<file path="config.mk">
export PLATFORM = sky130hd
export DESIGN_NAME = branch_target_buffer
export DESIGN_NICKNAME = d
export VERILOG_FILES = /design/src/rtl/branch_target_buffer.sv
export SDC_FILE = /design/constraint.sdc
export NUM_CORES = 1
export LEC_CHECK = 0
export BUFFER_PORTS_ARGS = -buffer_cell sky130_fd_sc_hd__buf_2
export CAP_MARGIN = 40
export CORE_MARGIN = 2
export CORE_UTILIZATION = 54
export CTS_CLUSTER_DIAMETER = 200
export DETAILED_ROUTE_END_ITERATION = 7
export GPL_ROUTABILITY_DRIVEN = 0
export GPL_TIMING_DRIVEN = 0
export PLACE_DENSITY = 0.7
export SYNTH_ARGS = -nofsm -noshare
export SYNTH_HDL_FRONTEND = slang
export SYNTH_SLANG_ARGS = --single-unit
</file>
<file path="constraint.sdc">
create_clock -name CLK -period 8.9 [get_ports CLK]
set_input_delay 1.78 -clock CLK [delete_from_list [all_inputs] [get_ports CLK]]
set_output_delay 1.78 -clock CLK [all_outputs]
set_load 0.02 [all_outputs]
</file>
<file path="src/rtl/branch_target_buffer.sv">
// Direct-mapped branch target buffer: combinational lookup, single-cycle update, no backpressure.
// Optional macro BTB_BYPASS_EN forwards a same-index update to the same-cycle lookup.
`timescale 1ns/1ps
module branch_target_buffer #(
  parameter int IDX_W = 4
) (
  input  logic        CLK,
  input  logic        RSTn,
  input  logic [11:0] fetch_pc,
  output logic        valid,
  output logic        prediction,
  output logic [11:0] target,
  input  logic        upd_en,
  input  logic [11:0] upd_pc,
  input  logic        upd_taken,
  input  logic [11:0] upd_target,
  input  logic        inval,
  output logic [15:0] hit_count,
  input  logic        count_en
);

  localparam int N_ENT = 1 << IDX_W;
  localparam int TAG_W = 10 - IDX_W;

  logic             r_v   [N_ENT];
  logic [TAG_W-1:0] r_tag [N_ENT];
  logic [11:0]      r_tgt [N_ENT];
  logic [1:0]       r_ctr [N_ENT];
  logic [15:0]      r_hit_cnt;

  logic [IDX_W-1:0] w_lidx;
  logic [TAG_W-1:0] w_ltag;
  logic [IDX_W-1:0] w_uidx;
  logic [TAG_W-1:0] w_utag;
  logic             w_uhit;
  logic [1:0]       w_nctr;
  logic [11:0]      w_ntgt;
  logic             w_rv;
  logic [TAG_W-1:0] w_rtag;
  logic [11:0]      w_rtgt;
  logic [1:0]       w_rctr;
  logic             w_hit;

  assign w_lidx = fetch_pc[IDX_W+1:2];
  assign w_ltag = fetch_pc[11:IDX_W+2];
  assign w_uidx = upd_pc[IDX_W+1:2];
  assign w_utag = upd_pc[11:IDX_W+2];

  // inval wins over the update, so a simultaneous update always sees a miss
  assign w_uhit = r_v[w_uidx] & ~inval & (r_tag[w_uidx] == w_utag);

  always_comb begin
    w_nctr = r_ctr[w_uidx];
    w_ntgt = r_tgt[w_uidx];
    if (w_uhit) begin
      if (upd_taken) begin
        if (r_ctr[w_uidx] != 2'b11) w_nctr = r_ctr[w_uidx] + 2'd1;
        w_ntgt = upd_target;
      end else if (r_ctr[w_uidx] != 2'b00) begin
        w_nctr = r_ctr[w_uidx] - 2'd1;
      end
    end else begin
      w_nctr = upd_taken ? 2'b10 : 2'b01;
      w_ntgt = upd_target;
    end
  end

  always_comb begin
    w_rv   = r_v[w_lidx];
    w_rtag = r_tag[w_lidx];
    w_rtgt = r_tgt[w_lidx];
    w_rctr = r_ctr[w_lidx];
`ifdef BTB_BYPASS_EN
    if (upd_en && (w_uidx == w_lidx)) begin
      w_rv   = 1'b1;
      w_rtag = w_utag;
      w_rtgt = w_ntgt;
      w_rctr = w_nctr;
    end
`endif
  end

  assign w_hit      = w_rv & (w_rtag == w_ltag);
  assign valid      = w_hit;
  assign prediction = w_hit & w_rctr[1];
  assign target     = w_hit ? w_rtgt : 12'h000;
  assign hit_count  = r_hit_cnt;

  always_ff @(posedge CLK or negedge RSTn) begin
    if (!RSTn) begin
      for (int i = 0; i < N_ENT; i++) begin
        r_v[i]   <= 1'b0;
        r_tag[i] <= '0;
        r_tgt[i] <= '0;
        r_ctr[i] <= '0;
      end
    end else begin
      if (inval) begin
        for (int i = 0; i < N_ENT; i++) r_v[i] <= 1'b0;
      end
      if (upd_en) begin
        r_v[w_uidx]   <= 1'b1;
        r_tag[w_uidx] <= w_utag;
        r_tgt[w_uidx] <= w_ntgt;
        r_ctr[w_uidx] <= w_nctr;
      end
    end
  end

  always_ff @(posedge CLK or negedge RSTn) begin
    if (!RSTn) begin
      r_hit_cnt <= 16'h0000;
    end else if (count_en && w_hit) begin
      r_hit_cnt <= r_hit_cnt + 16'd1;
    end
  end

endmodule

</file>
# Word level (Yosys, flattened, before mapping)
# Index checks and enable logic that the tools add are counted.
[op_classes] n_addsub=3 magnitude_cmp=3 n_eq_ne=3 mux=45 n_bitwise=8 reduce_logical=3
[ops] operator="bitwise mux 192 bit" count=1
[ops] operator="binary-select mux 12 bit (select 4 bit)" count=2
[ops] operator="bitwise mux 96 bit" count=1
[ops] operator="2-to-1 mux 12 bit" count=8
[ops] operator="binary-select mux 6 bit (select 4 bit)" count=2
[ops] operator="demux 12 bit (select 4 bit)" count=1
[ops] operator="bitwise mux 32 bit" count=1
[ops] operator="2-to-1 mux 16 bit" count=2
[ops] operator="2-to-1 mux 6 bit" count=5
[ops] operator="demux 6 bit (select 4 bit)" count=1
[ops] operator="2-to-1 mux 2 bit" count=10
[ops] operator="adder 16 x 1 -> 16 bit, second input constant" count=1
[ops] operator="binary-select mux 2 bit (select 4 bit)" count=2
[ops] operator="OR 16 bit" count=1
[ops] operator="equality test 6 bit" count=2
[ops] operator=">= comparator 5 bit, second input constant" count=2
[ops] operator="inverter 4 -> 5 bit" count=2
[ops] operator="binary-select mux 1 bit (select 4 bit)" count=2
[ops] operator="demux 2 bit (select 4 bit)" count=1
[ops] operator="less-than comparator 5 x 1 -> 1 bit, second input constant" count=1
[ops] operator="2-to-1 mux 1 bit" count=5
[ops] operator="AND 1 bit" count=4
[ops] operator="demux 1 bit (select 4 bit)" count=1
[ops] operator="adder 2 x 1 -> 2 bit, second input constant" count=1
[ops] operator="other kinds (5)" count=6
[word_totals] reg_bits=352 inputBits=42 out_inout_bits=30 elab_cells=130

# Logic depth before layout (Yosys ltp)
[logic_depth] word_depth=9 ltp_mapped=12 mapped_depth_nobuf=7

# Least setup slack after synthesis
# OpenSTA, ideal clock, no wires.
[synth_timing] path_kind="in2out" from="input fetch_pc[3]" to="output target[10]" t_arrival_ns=4.369 path_slack_ns=2.751 stages=10 path_buffers=4 cell_sequence="clkbuf_1 > buf_1 > buf_1 > mux2i_1 > xnor2_1 > nor4b_1 > nor2_1 > or2_1 > clkbuf_1 > nor2b_1"
[synth_via] elab_chain_len=7 word_cells_on_any_way=13 classes_between="eq/ne: 1; mux: 10; bitwise: 2"
[synth_rtl] element="from (decl)" line_no="9" rtl="input logic [11:0] fetch_pc,"
[synth_rtl] element="inverter 4 -> 5 bit (not written as such) *" line_no="69, 70, 71"
[synth_rtl] element="binary-select mux 6 bit (select 4 bit)" line_no="70" rtl="w_rtag = r_tag[w_lidx];"
[synth_rtl] element="2-to-1 mux 6 bit (not written as such) (2 in series)" line_no="70"
[synth_rtl] element="equality test 6 bit" line_no="83" rtl="assign w_hit = w_rv & (w_rtag == w_ltag);"
[synth_rtl] element="AND 1 bit" line_no="83"
[synth_rtl] element="2-to-1 mux 12 bit *" line_no="86" rtl="assign target = w_hit ? w_rtgt : 12'h000;"
[synth_rtl] element="to (decl)" line_no="12" rtl="output logic [11:0] target,"
# Every way passes the cells marked *; elsewhere a longest branch is shown, timed or not. The select of a mux whose other input is x is not followed.

# Worst setup path in the final report
[layout_timing] from="input fetch_pc[4]" to="output target[9]"
# The elaborated chain is that of the path after synthesis.

==> impl_metrics.env <==
export IMPL_antenna_found_initial=2
export IMPL_drcViolationCount=0
export IMPL_place_area_mm2=0.02062
export IMPL_grt_pass1_vias=15808
export IMPL_critical_path_class="in2out"
export IMPL_synth_top_family_by_area="multiplexers"
export IMPL_ys_types=52
export IMPL_clkSinkCount=352
export IMPL_yosysWarnings=0
export IMPL_synth_fa_ha_area_frac=0.0006521
export IMPL_max_slew_margin=0.3264
export IMPL_rsz0062_at_grt="false"
export IMPL_overflow=0
export IMPL_gr_usage_all_layers=0.3672
export IMPL_drive_gt1_frac=0.2317
export IMPL_irDropWorstVdd_v=0.0001264
export IMPL_via_per_inst=7.010
export IMPL_min_period_ns=7.924
export IMPL_dieArea_mm2=0.03706
export IMPL_die_x_um=192.5
export IMPL_slew_violations=0
export IMPL_hp_class="reg2reg"
export IMPL_grt_pass1_wl_mm=98.35
export IMPL_cts_tree="built"
export IMPL_fin_nets=1860
export IMPL_fp_dieH_um=192.5
export IMPL_p_seq_frac=0.446
export IMPL_vias=16158
export IMPL_fin_crit_sh=0.8903
export IMPL_required_ns=7.12
export IMPL_filler_cell_count=2792
export IMPL_root_buffer="clkbuf_16"
export IMPL_ctsHoldBuffers=0
export IMPL_portBuffers=58
export IMPL_ant_nets=0
export IMPL_grt_max_degree=100
export IMPL_cts_htree_levels=2
export IMPL_finClkSkew_ns=0.02694
export IMPL_start_util=0.5434
export IMPL_drt_pass1_iter_count=5
export IMPL_ys_flop_type="dfrtp_1"
export IMPL_synth_edf_count=0
export IMPL_cap_violations=0
export IMPL_rows=69
export IMPL_synthXorXnorAreaFrac=0.01552
export IMPL_synth_compound_area_frac=0.1253
export IMPL_crit_path_start_kind="input pin"
export IMPL_pwr_share_clk=0.324
export IMPL_p_comb_frac=0.229
export IMPL_muxShareOfSynthArea=0.2477
export IMPL_sw_frac_of_total=0.2965
export IMPL_clkLatencyLatePin_ns=0.55
export IMPL_fin_cells=2305
export IMPL_status="finished clean"
export IMPL_p_per_area_mw_per_mm2=225.1
export IMPL_cts_buffer_depth=3
export IMPL_leakagePower_nw=8.997
export IMPL_synthArstFlopShare=1.000
export IMPL_wl_per_cell_um=28.78
export IMPL_synth_nets=1717
export IMPL_syn_inst=1674
export IMPL_place_inst=2235
export IMPL_netlist_area_mm2=0.01919
export IMPL_crit_fanout=10
export IMPL_numCtsBuffers=39
export IMPL_postCtsSetupBuffers=0
export IMPL_num_io_pins=72
export IMPL_wl_mm=66.33
export IMPL_endpoint_kind="output pin"
export IMPL_fmax_mhz=126.2
export IMPL_p_int_mw=3.465
export IMPL_setup_viol=0
export IMPL_synth_ff_latch_count=352
export IMPL_drt_initial_drc_count=2356
export IMPL_final_cell_area_mm2=0.02188
export IMPL_avgSynthCellArea_um2=11.46
export IMPL_arrival_ns=6.14
export IMPL_ys_seq_area_frac=0.4591
export IMPL_switching_power_mw=1.460
export IMPL_dpl_hpwl_mm=46.72
export IMPL_finalHoldViolCount=0
export IMPL_synthSimpleGateAreaFrac=0.1105
export IMPL_cts_repair_resized=0
export IMPL_clk_pin_slew_ns=0.06
export IMPL_core_area_mm2=0.03531
export IMPL_syn_to_final_growth_pct=14.03
export IMPL_worst_pin_slew_ns=1.010
## final timing paths
kind	startpoint	slack (ns)	endpoint	depth (start not counted)
worst max register to register	r_tag[62]$_DFFE_PN0P_	5.37	r_tgt[107]$_DFFE_PN0P_	8
max in group asynchronous	RSTn	6.33	hit_count[5]$_DFFE_PN0P_	3
min in group asynchronous	RSTn	1.27	r_tgt[55]$_DFFE_PN0P_	1
worst min-delay path	hit_count[15]$_DFFE_PN0P_	0.47	hit_count[15]$_DFFE_PN0P_	1
worst max-delay path	fetch_pc[4]	0.98	target[9]	13
worst min register to register	hit_count[15]$_DFFE_PN0P_	0.47	hit_count[15]$_DFFE_PN0P_	1
## routing by layer
| layer | GRT usage | part of all wire | vias up |
|---|---|---|---|
| met5 | 0 | 0.00017 | - |
| met4 | 0.1905 | 0.059 | 2 |
| met3 | 0.1240 | 0.14 | 289 |
| met2 | 0.5426 | 0.45 | 1210 |
| met1 | 0.4846 | 0.36 | 8110 |
| li1 | - | - | 6547 |
## sequential cells by signal, summed over array words and instances, names as in the netlist
name,flops
r_ctr,32
hit_count,16
r_tag,96
r_tgt,192
r_v,16
## kinds of logic (layout without fill, tap and decap cells)
family / count (synthesis) / count (layout)
xor gates and xnor gates: 34 / 34
DFF: 352 / 352
and+or+nand+nor: 513 / 513
other: 0 / 1
adders and majority gates: 1 / 1
buffers and inverters: 179 / 348
AOI/OAI and AO/OA: 357 / 357
muxes: 238 / 238
## cell usage after synthesis (19+ instances only)
cell      instances  area [µm²]
a21oi_1          20       100.1
clkbuf_1         81       304.0
mux2i_1          45       450.4
buf_1            20       75.07
inv_1            25       93.84
nand2_1         212       795.8
a31oi_1         195        1220
nand3_1          20       100.1
nor2_1          214       803.3
xnor2_1          19       166.4
dfrtp_1         352        8808
o21ai_0          82       410.4
buf_2            41       205.2
mux4_2          189        4257
## critical path, stage by stage
cell	delay (ns)
buf_2	0.18
buf_1	0.60
buf_1	0.48
buf_8	0.23
mux4_2	0.31
mux2i_1	0.33
xnor2_1	0.12
nor4_1	0.56
nor2_1	0.21
or2_1	0.35
clkbuf_1	0.41
nor2b_1	0.35
buf_2	0.22
## cell usage in the layout, fill, tap and decap left out, drive strengths merged, types with 5 or more instances in the layout
master  count
dfrtp     352
nor2      214
nand2     212
a31oi     195
mux4      189
buf       174
clkbuf    141
o21ai      83
mux2i      45
o31ai      30
inv        27
nand3      20
a21oi      20
xnor2      19
nor2b      18
nor3       18
xor2       15
a2111o     12
nor4        7
and3        6
clkinv      5
## per-stage QoR
step / power, mW / TNS [ns] / util / worst slack [ns] / hold WS (ns)
6_report: 4.926 / 0 / 0.6196 / 0.9761 / 0.4670
5_1_grt: 5.119 / 0 / 0.6195 / 0.8780 / 0.5014
4_1_cts: 4.895 / 0 / 0.6189 / 1.082 / 0.4776
3_5_place_dp: 3.319 / 0 / 0.5840 / 1.101 / 0.4645
3_3_place_gp: 3.235 / -246.47 / 0.5679 / -0.7401 / 0.4519
2_1_floorplan: 2.962 / 0 / - / 2.751 / 0.4432
## layout make-up
type	count	area [µm²]	area share
Multi-Input combinational cell	1143	9608	0.4392
Sequential cell	352	8808	0.4026
Inverter	26	97.59	0.004461
Timing Repair Buffer	102	859.6	0.03929
Buffer	153	693.2	0.03168
Clock buffer	60	1165	0.05324
Clock inverter	7	67.56	0.003088
Antenna cell	1	2.502	0.0001144
Tap cell	461	576.8	0.02636
## power groups by stage
stage | Combinational [mW] | Clock [mW] | Sequential, mW
6_report | 1.13 | 1.60 | 2.20
5_1_grt | 1.22 | 1.67 | 2.23
4_1_cts | 1.11 | 1.60 | 2.18
3_5_place_dp | 1.11 | 0 | 2.21
3_3_place_gp | 1.05 | 0 | 2.18
2_1_floorplan | 0.840 | 0 | 2.12
No activity file was read; power rests on OpenSTA's default activity.
